[src/rtl/commit_trace_unit.sv]
`default_nettype none
// +----------------------------------------------------------------------------+
// | Module      : commit_trace_unit                                            |
// | Description : Write-back observer. Captures register commits into a trace  |
// |               FIFO, keeps saturating performance counters and raises       |
// |               halted once a zero fetch has drained through the pipeline.   |
// | Config      : COMMIT_TRACE_PC_EN - store wb_pc with each trace entry       |
// | Revision    : 1.0 - initial release                                        |
// +----------------------------------------------------------------------------+
module commit_trace_unit #(
  parameter int DEPTH        = 16,
  parameter int DRAIN_CYCLES = 4,
  parameter int CNT_W        = 32
) (
  input  logic                       clk,
  input  logic                       reset,
  input  logic                       wb_reg_write_en,
  input  logic [4:0]                 wb_rd,
  input  logic [31:0]                wb_data,
  input  logic [31:0]                wb_pc,
  input  logic [31:0]                if_instr,
  input  logic                       stall,
  input  logic                       trace_ready,
  output logic                       trace_valid,
  output logic [4:0]                 trace_rd,
  output logic [31:0]                trace_data,
  output logic [31:0]                trace_pc,
  output logic [$clog2(DEPTH):0]     level,
  output logic [CNT_W-1:0]           cycle_count,
  output logic [CNT_W-1:0]           retire_count,
  output logic [CNT_W-1:0]           stall_count,
  output logic [CNT_W-1:0]           drop_count,
  output logic                       halted
);

  localparam int c_AW = $clog2(DEPTH);
  localparam int c_LW = c_AW + 1;
  localparam int c_DW = $clog2(DRAIN_CYCLES) + 1;
  localparam logic [c_LW-1:0] c_FULL       = c_LW'(DEPTH);
  localparam logic [c_DW-1:0] c_DRAIN_LOAD = c_DW'(DRAIN_CYCLES - 1);

`ifdef COMMIT_TRACE_PC_EN
  localparam int c_EW = 69;
`else
  localparam int c_EW = 37;
`endif

  typedef enum logic [1:0] {
    ST_RUN    = 2'd0,
    ST_DRAIN  = 2'd1,
    ST_HALTED = 2'd2
  } state_t;

  state_t            r_state;
  state_t            w_state_nxt;
  logic [c_DW-1:0]   r_drain_cnt;
  logic [c_DW-1:0]   w_drain_nxt;
  logic              r_started;

  logic [c_EW-1:0]   r_mem [DEPTH];
  logic [c_AW-1:0]   r_wr_ptr;
  logic [c_AW-1:0]   r_rd_ptr;
  logic [c_LW-1:0]   r_level;

  logic [CNT_W-1:0]  r_cycle_cnt;
  logic [CNT_W-1:0]  r_retire_cnt;
  logic [CNT_W-1:0]  r_stall_cnt;
  logic [CNT_W-1:0]  r_drop_cnt;

  logic              w_not_halted;
  logic              w_commit;
  logic              w_full;
  logic              w_valid;
  logic              w_pop;
  logic              w_push;
  logic              w_drop;
  logic [c_EW-1:0]   w_entry_in;
  logic [c_EW-1:0]   w_head;

  // Saturating increment: counters stick at all-ones instead of wrapping.
  function automatic logic [CNT_W-1:0] sat_inc(input logic [CNT_W-1:0] v);
    return (v == '1) ? v : v + 1'b1;
  endfunction

  assign w_not_halted = (r_state != ST_HALTED);
  assign w_commit     = wb_reg_write_en && (wb_rd != 5'd0) && w_not_halted;
  assign w_full       = (r_level == c_FULL);
  assign w_valid      = (r_level != '0);
  assign w_pop        = w_valid && trace_ready;
  // A pop in the same cycle frees the slot, so a full FIFO can still accept.
  assign w_push       = w_commit && (!w_full || w_pop);
  assign w_drop       = w_commit && w_full && !w_pop;
  assign w_head       = r_mem[r_rd_ptr];

`ifdef COMMIT_TRACE_PC_EN
  assign w_entry_in = {wb_pc, wb_rd, wb_data};
  assign trace_pc   = w_valid ? w_head[68:37] : 32'h0;
`else
  logic w_unused_pc;
  assign w_unused_pc = ^wb_pc;
  assign w_entry_in  = {wb_rd, wb_data};
  assign trace_pc    = 32'h0;
`endif

  // Head entry is presented combinationally; zeroed when the FIFO is empty.
  assign trace_valid  = w_valid;
  assign trace_rd     = w_valid ? w_head[36:32] : 5'd0;
  assign trace_data   = w_valid ? w_head[31:0]  : 32'h0;
  assign level        = r_level;
  assign cycle_count  = r_cycle_cnt;
  assign retire_count = r_retire_cnt;
  assign stall_count  = r_stall_cnt;
  assign drop_count   = r_drop_cnt;
  assign halted       = (r_state == ST_HALTED);

  // Trace storage: write-only on accepted commits, no reset needed.
  always_ff @(posedge clk) begin
    if (w_push) begin
      r_mem[r_wr_ptr] <= w_entry_in;
    end
  end

  // FIFO pointers and occupancy; pointers wrap at DEPTH naturally.
  always_ff @(posedge clk or posedge reset) begin
    if (reset) begin
      r_wr_ptr <= '0;
      r_rd_ptr <= '0;
      r_level  <= '0;
    end else begin
      if (w_push) r_wr_ptr <= r_wr_ptr + 1'b1;
      if (w_pop)  r_rd_ptr <= r_rd_ptr + 1'b1;
      if (w_push && !w_pop)      r_level <= r_level + 1'b1;
      else if (w_pop && !w_push) r_level <= r_level - 1'b1;
    end
  end

  // Performance counters; cycle and stall counts freeze once halted.
  always_ff @(posedge clk or posedge reset) begin
    if (reset) begin
      r_cycle_cnt  <= '0;
      r_retire_cnt <= '0;
      r_stall_cnt  <= '0;
      r_drop_cnt   <= '0;
    end else begin
      if (w_not_halted)          r_cycle_cnt  <= sat_inc(r_cycle_cnt);
      if (w_commit)              r_retire_cnt <= sat_inc(r_retire_cnt);
      if (stall && w_not_halted) r_stall_cnt  <= sat_inc(r_stall_cnt);
      if (w_drop)                r_drop_cnt   <= sat_inc(r_drop_cnt);
    end
  end

  // State register plus a flag that masks the first, not-yet-valid fetch.
  always_ff @(posedge clk or posedge reset) begin
    if (reset) begin
      r_state     <= ST_RUN;
      r_drain_cnt <= '0;
      r_started   <= 1'b0;
    end else begin
      r_state     <= w_state_nxt;
      r_drain_cnt <= w_drain_nxt;
      r_started   <= 1'b1;
    end
  end

  // Next-state: a zero fetch starts a fixed drain, after which we halt for good.
  always_comb begin
    w_state_nxt = r_state;
    w_drain_nxt = r_drain_cnt;
    case (r_state)
      ST_RUN: begin
        if (r_started && (if_instr == 32'h0)) begin
          w_state_nxt = ST_DRAIN;
          w_drain_nxt = c_DRAIN_LOAD;
        end
      end
      ST_DRAIN: begin
        if (r_drain_cnt == '0) w_state_nxt = ST_HALTED;
        else                   w_drain_nxt = r_drain_cnt - 1'b1;
      end
      ST_HALTED: w_state_nxt = ST_HALTED;
      default:   w_state_nxt = ST_RUN;
    endcase
  end

endmodule
`default_nettype wire

[config.mk]
export PLATFORM = sky130hd
export DESIGN_NAME = commit_trace_unit
export DESIGN_NICKNAME = d
export VERILOG_FILES = /design/src/rtl/commit_trace_unit.sv
export SDC_FILE = /design/constraint.sdc
export NUM_CORES = 1
export LEC_CHECK = 0
export CAP_MARGIN = 40
export CORE_AREA = 10 10 390 278
export DETAILED_ROUTE_END_ITERATION = 12
export DIE_AREA = 0 0 400 288
export DONT_BUFFER_PORTS = 1
export PLACE_DENSITY_LB_ADDON = 0.15
export SLEW_MARGIN = 20
export SYNTH_ARGS = -nofsm -noshare
export SYNTH_HDL_FRONTEND = slang
export SYNTH_SLANG_ARGS = --single-unit
[constraint.sdc]
create_clock -name clk -period 5.87 [get_ports clk]
set_input_delay 1.174 -clock clk [delete_from_list [all_inputs] [get_ports clk]]
set_output_delay 1.174 -clock clk [all_outputs]
set_load 0.1 [all_outputs]
==> impl_metrics.tcl, run 1 <==
set metrics [dict create \
    ys_types 59 \
    cap_violations 0 \
    ff2ff_setup_slack_ns 1.98 \
    synth-seq-cells 739 \
    synth_area_um2 30090 \
    synth_edf_count 592 \
    io_pins 310 \
    design.die.area_um2 115200 \
    antenna_found_initial 4 \
    cts.hold.buffers_added 0 \
    utilization 0.3868 \
    power.switching_w 0.007419 \
    cp_max_fo 35 \
    core_um2 101200 \
    htreeDepth 3 \
    crit_chain "buf_4 -> mux4_2 -> mux4_2 -> and2_1 -> buf_8" \
    cts_setup_buffers 0 \
    reg2reg_from "r_state[0]" \
    ir_worst_vdd_uv 861.9 \
    switching_share 0.3764 \
    area_delta_synth_final_pct 30.06 \
    outcome "completed" \
    hp-class "in -> async" \
    critPathRequiredTime_ns 4.70 \
    clk_path_buf_depth 3 \
    grt_pass1_wl_mm 118.3 \
    power.internal_w 0.01229 \
    num-nets-final 2011 \
    routed_via_density 4.806 \
    fin_crit_sh 0.7655 \
    place_congestion 0.7633 \
    pwr-share-clk 0.266 \
    crit_type "reg -> out" \
    grt-ovfl-total 0 \
    rr_endpoint "r_mem[11][35]" \
    worstPathArrival_ns 3.32 \
    wirelength_mm 79.99 \
    ys_seq_area_frac 0.7131 \
    grt_pass1_vias 16900 \
    power_frac_comb 0.400 \
    numCtsBuffers 78 \
    syn_avg_cell_area_um2 18.72 \
    crit_path_end_kind "output pin" \
    worstMarginPinSlew_ns 0.8237 \
    clk_latency_ns 0.65 \
    rows 98 \
    dp_hpwl_mm 48.26 \
    drtPass1Iterations 5 \
    vias 15860 \
    ys.flop_type "edfxtp_1" \
    final-setup-viol-count 0 \
    worst_path_most_repeated_cell "mux4_2" \
    drive_above_1_share 0.2904 \
    r2r.worst_path.cells 9 \
    fin_crit_ns 4.494 \
    io_buffers 0 \
    rsz0062_at_grt "false" \
    drt_iter0_markers 1047 \
    fp.dieW_um 400 \
    fin_tns_setup_ns 0 \
    wl_per_cell_um 24.24 \
    clkSinkCount 739 \
    postRouteAntennaNets 0 \
    slowest_delay_ns 0.83 \
    grt_use_total 0.1386 \
    fmax_ghz 0.2225 \
    clkTransAtPathRegs_ns 0.06 \
    crit_family "multiplexers" \
    cts_tree "done" \
    powerDensity_nw_per_um2 503.6 \
    cts_root_buf "clkbuf_16" \
    slowest_stage "dfrtp_4" \
    cts_resized 0 \
    worst-path-buf-inv 2 \
    yosys_warnings 0 \
    maxSlewHeadroom 0.4466 \
    async_reset_ff_frac 0.1989 \
    report.final.slew_viol_count 0 \
    grt_max_degree 78 \
    start_util 0.2974 \
    drc_errors 0 \
    cp-start-kind "flop" \
    total_leakage_power_nw 13.60 \
    die_h_um 288 \
    finClkSkew_ns 0.01737 \
    netlist_instances 1607 \
    p_seq_frac 0.334 \
    hold_viol_final 0 \
    cp_num_cells 5 \
]
[state kept, by name, indices dropped and copies added (netlist names)]
name          flops
r_wr_ptr          4
r_state           2
retire_count     32
r_rd_ptr          4
r_drain_cnt       3
cycle_count      32
stall_count      32
drop_count       32
r_started         1
r_mem           592
level             5
[worst reg2reg max path, stage by stage (launching register included)]
cell	delay (ns)
dfrtp_1	0.36
inv_1	0.09
ha_1	0.20
buf_4	0.25
nor2b_1	0.28
o21ai_1	0.20
nor2_1	0.57
nand2_1	0.43
nor2_4	0.49
buf_4	0.60
[layout make-up]
cell class | count | area, um2
diodes | 1 | 2.502
clock buffers | 94 | 2137
clock inverters | 50 | 594.3
repair buffers | 260 | 4883
multi-input cells | 782 | 8262
flip-flops and latches | 739 | 21470
well taps | 1350 | 1689
fillers | 9065 | 62030
inverters | 24 | 95.09
[power by group through the flow]
stage	clock network, W	registers, W	logic (W)
floorplan	0	0.00695	0.00493
global placement	0	0.00716	0.00604
detailed placement	0	0.00670	0.00803
CTS	0.00543	0.00659	0.00804
global route	0.00563	0.00663	0.00825
finish	0.00525	0.00658	0.00788
[cell usage after synthesis (4+ instances only)]
| cell | count | area [um2] |
|---|---|---|
| a31oi_1 | 5 | 31.28 |
| and2_1 | 43 | 269.0 |
| and3_1 | 22 | 137.6 |
| and4_1 | 19 | 166.4 |
| buf_1 | 10 | 37.54 |
| buf_2 | 20 | 100.1 |
| buf_4 | 34 | 255.2 |
| clkbuf_1 | 28 | 105.1 |
| dfrtp_1 | 147 | 3679 |
| edfxtp_1 | 592 | 17780 |
| ha_1 | 19 | 237.7 |
| inv_1 | 24 | 90.09 |
| mux2_2 | 7 | 78.83 |
| mux4_2 | 185 | 4167 |
| nand2_1 | 54 | 202.7 |
| nand2b_1 | 6 | 37.54 |
| nand3_1 | 41 | 205.2 |
| nand4_1 | 49 | 306.5 |
| nor2_1 | 54 | 202.7 |
| nor3_1 | 32 | 160.2 |
| nor4_1 | 18 | 112.6 |
| nor4b_1 | 4 | 35.03 |
| o2111ai_1 | 4 | 35.03 |
| o21ai_0 | 6 | 30.03 |
| or2_2 | 5 | 31.28 |
| xnor2_1 | 74 | 648.1 |
| xor2_1 | 58 | 508.0 |
[layout by cell type (no fill, tap or decap), types with 4 or more instances in the layout]
cell type,count
and3_1,22
nand3_1,41
nor4b_1,4
o2111ai_1,4
buf_8,33
o21ai_0,6
bufinv_16,11
ha_1,19
nor3_1,28
buf_16,137
xnor2_1,74
nor2_4,12
clkinv_2,10
edfxtp_1,592
nand2b_1,6
clkbuf_8,4
clkbuf_1,8
clkinv_1,16
mux2_2,7
nor4_1,18
xor2_1,58
buf_1,43
buf_4,35
and4_1,19
nor3_2,4
buf_12,8
nand4_1,49
and2_1,43
conb_1,33
dfrtp_1,143
nand2_1,54
a31oi_1,5
inv_1,23
nor2_1,42
clkbuf_16,82
mux4_2,185
or2_2,4
[per-layer routing]
| layer | vias up | track usage | share of wire | wire (um) |
|---|---|---|---|---|
| met3 | 111 | 0.03415 | 0.051 | 4102 |
| met4 | 2 | 0.03684 | 0.025 | 1967 |
| met5 | - | 0 | 0.00016 | 13 |
| met1 | 8488 | 0.1905 | 0.45 | 36100 |
| met2 | 344 | 0.2183 | 0.47 | 37800 |
| li1 | 6914 | - | - | - |
[metrics by stage]
step / hold slack, ns / setup WS (ns) / std cells / total power, W / area [um2]
after global routing: 0.3662 / 1.192 / 3299 / 0.02052 / 39130
final: 0.3936 / 1.376 / 3300 / 0.01971 / 39130
after floorplan: 0.5062 / 0.7447 / 1638 / 0.01188 / 30200
after global placement: 0.5178 / 1.597 / 2937 / 0.01320 / 31920
after detailed placement: 0.5371 / 1.534 / 3155 / 0.01472 / 36400
after CTS: 0.3424 / 1.237 / 3299 / 0.02006 / 39130
[how the worst max path moves through the flow]
stage / start / to / slack [ns]
detailed placement: wb_rd[0] / r_mem[11][7] / 1.53
global route: r_rd_ptr[0] / trace_data[30] / 1.19
global placement: wb_rd[0] / r_mem[11][6] / 1.60
CTS: r_rd_ptr[1] / trace_data[10] / 1.24
floorplan: reset / cycle_count[0] / 0.74
finish: r_rd_ptr[1] / trace_data[12] / 1.38
[logic make-up (layout without fill, tap and decap cells)]
group	after synthesis	in the layout	share of synthesized area
AO/OA/AOI/OAI	33	33	0.008899
XOR/XNOR	132	132	0.03842
adder cells (fa/ha/maj)	20	20	0.008567
buffers and inverters	117	428	0.01992
flip-flops	739	739	0.7131
multiplexers	195	195	0.1421
other	2	34	0.0002496
AND/OR/NAND/NOR	369	369	0.06870
(Power assumes the default switching activity.)
==> inputs of run 2 (changes only) <==
==> constraint.sdc (replaced) <==
create_clock -name clk -period 4 [get_ports clk]
set_input_delay 0.8 -clock clk [delete_from_list [all_inputs] [get_ports clk]]
set_output_delay 0.8 -clock clk [all_outputs]
set_load 0.1 [all_outputs]
==> run 2 against run 1 <==
Setup slack got worse by 1.2 ns. Highest routed layer is now met4. Via count is 0.65% lower. Critical path type unchanged. First-iteration DRC count shrank 10%. Routed wire length shrank 0.26%. Cell count is 0.58% lower. Largest cell class unchanged. Register-to-register slack worse by 1.2 ns. Core utilization down 2.4 points. Non-clock buffer count down 18. Critical endpoint is now trace_data[27]. Combinational power grew 42%.
==> impl_metrics.tcl, run 2 (synthesis results as in run 1) <==
set metrics [dict create \
    outcome "completed" \
    num-nets-final 1994 \
    routed_via_density 4.802 \
    utilization 0.3625 \
    cts_tree "done" \
    postRouteAntennaNets 0 \
    cp_num_cells 6 \
    crit_family "multiplexers" \
    start_util 0.2974 \
    design.die.area_um2 115200 \
    clkSinkCount 739 \
    dp_hpwl_mm 49.28 \
    io_buffers 0 \
    reg2reg_from "r_state[0]" \
    cp_max_fo 34 \
    wl_per_cell_um 24.32 \
    grt_max_degree 69 \
    n_antenna_cell 0 \
    report.final.slew_viol_count 0 \
    crit_start "r_rd_ptr[0]" \
    numCtsBuffers 79 \
    worstHoldPathCells 0 \
    drt_iter0_markers 939 \
    clkTransAtPathRegs_ns 0.06 \
    grt-ovfl-total 0 \
    largest-register "r_mem" \
    hold_viol_final 0 \
    whs_ns 0.2376 \
    cap_violations 0 \
    grt_use_total 0.1384 \
    crit_path_end "trace_data[27]" \
    clk_latency_ns 0.65 \
    final_cell_mix "edfxtp_1, buf_4, mux4_2" \
    rows 98 \
    rr_endpoint "r_mem[7][9]" \
    powerDensity_nw_per_um2 759.6 \
    fill_cells 9385 \
    cp-start-kind "flop" \
    rsz0062_at_grt "false" \
    fin_tns_setup_ns 0 \
    fp.dieW_um 400 \
    final-setup-viol-count 0 \
    critPathRequiredTime_ns 3.20 \
    maxSlewHeadroom 0.4500 \
    crit_path_end_kind "output pin" \
    hp-class "in -> reg" \
    vias 15760 \
    grt_pass1_wl_mm 117.3 \
    drc_errors 0 \
    drive_above_1_share 0.2967 \
    antenna_found_initial 2 \
    place_congestion 0.7369 \
    r2r.worst_path.cells 10 \
    total_leakage_power_nw 12.85 \
    crit_type "reg -> out" \
    worstPathArrival_ns 3.04 \
    grt_pass1_vias 16660 \
    crit_chain "buf_12 -> buf_12 -> mux4_2 -> mux4_2 -> and2_1 -> buf_4" \
    ff2ff_setup_slack_ns 0.77 \
    finClkSkew_ns 0.01480 \
    largest_reg_flops 592 \
    slowest_delay_ns 0.57 \
    final_common_cell "edfxtp_1" \
    cts_root_buf "clkbuf_16" \
    wirelength_mm 79.78 \
    clk_path_buf_depth 3 \
    ir_worst_vdd_uv 1153 \
    fin_crit_ns 3.838 \
    worstMarginPinSlew_ns 0.8250 \
    multi_input_area_um2 8287 \
    ff_latch_area_um2 21470 \
    area_delta_synth_final_pct 21.87 \
    fmax_ghz 0.2605 \
    core_um2 101200 \
    htreeDepth 3 \
    fin_crit_sh 0.9595 \
    die_h_um 288 \
    drtPass1Iterations 5 \
    worst-path-buf-inv 3 \
    io_pins 310 \
    slowest_stage "mux4_2" \
]
run 2: cell count changes in the layout (fill, tap and decap cells not counted), moves of 6 or more:
cell / change
buf_1: -38
buf_12: +6
buf_16: -110
buf_4: +154
buf_8: -33
bufinv_16: -6
clkbuf_1: +10
run 2: metrics by stage:
| stage | cells | power [W] | setup WS [ns] | area [um2] |
|---|---|---|---|---|
| 3_3_place_gp | 3092 | 0.02008 | 0.3476 | 33140 |
| 4_1_cts | 3280 | 0.02839 | 0.06259 | 36660 |
| 6_report | 3281 | 0.02785 | 0.1619 | 36670 |
| 5_1_grt | 3281 | 0.02909 | 0.01076 | 36670 |
| 2_1_floorplan | 1638 | 0.01744 | -0.09260 | 30240 |
| 3_5_place_dp | 3129 | 0.02081 | 0.5637 | 33940 |
run 2: worst min-delay path by stage:
| stage | from | to | slack (ns) |
|---|---|---|---|
| finish | wb_data[6] | r_mem[13][6] | 0.24 |
| global route | wb_data[6] | r_mem[13][6] | 0.17 |
| CTS | wb_data[8] | r_mem[13][8] | 0.17 |
| detailed placement | retire_count[8] | retire_count[8] | 0.52 |
| global placement | level[4] | level[4] | 0.52 |
| floorplan | r_state[1] | r_state[1] | 0.51 |
run 2: what timing repair did:
| item | in CTS | in global routing |
|---|---|---|
| endpoints found under the hold margin | 10 | 0 |
| hold buffers | 1 | 0 |
| gates resized for setup | 2 | 0 |
| setup buffers | 4 | 0 |
| endpoints found under the setup margin | 20 | 0 |
run 2: cell type report:
type                       instances  share of cell area
clock buffer                     103             0.05832
clock inverter                    41             0.01184
inverter                          24            0.002559
multi-input combinational        782              0.2260
sequential                       739              0.5855
tap                             1350             0.04607
timing repair buffer             242             0.06972
run 2: power breakdown:
group	switching, W	total, W	leakage, nW	internal [W]
logic	0.00725	0.0112	4.30	0.00393
registers	0.000351	0.00943	7.30	0.00908
clock network	0.00311	0.00725	1.25	0.00414
run 2: routing by layer:
metal  wire, um  vias up  share of wire  track usage
met1      34810     8440           0.44       0.1819
met2      38890      319           0.49       0.2270
li1           -     6875              -            -
met5          0        -              0            0
met3       4296      122          0.054      0.03579
met4       1790        0          0.022      0.03574
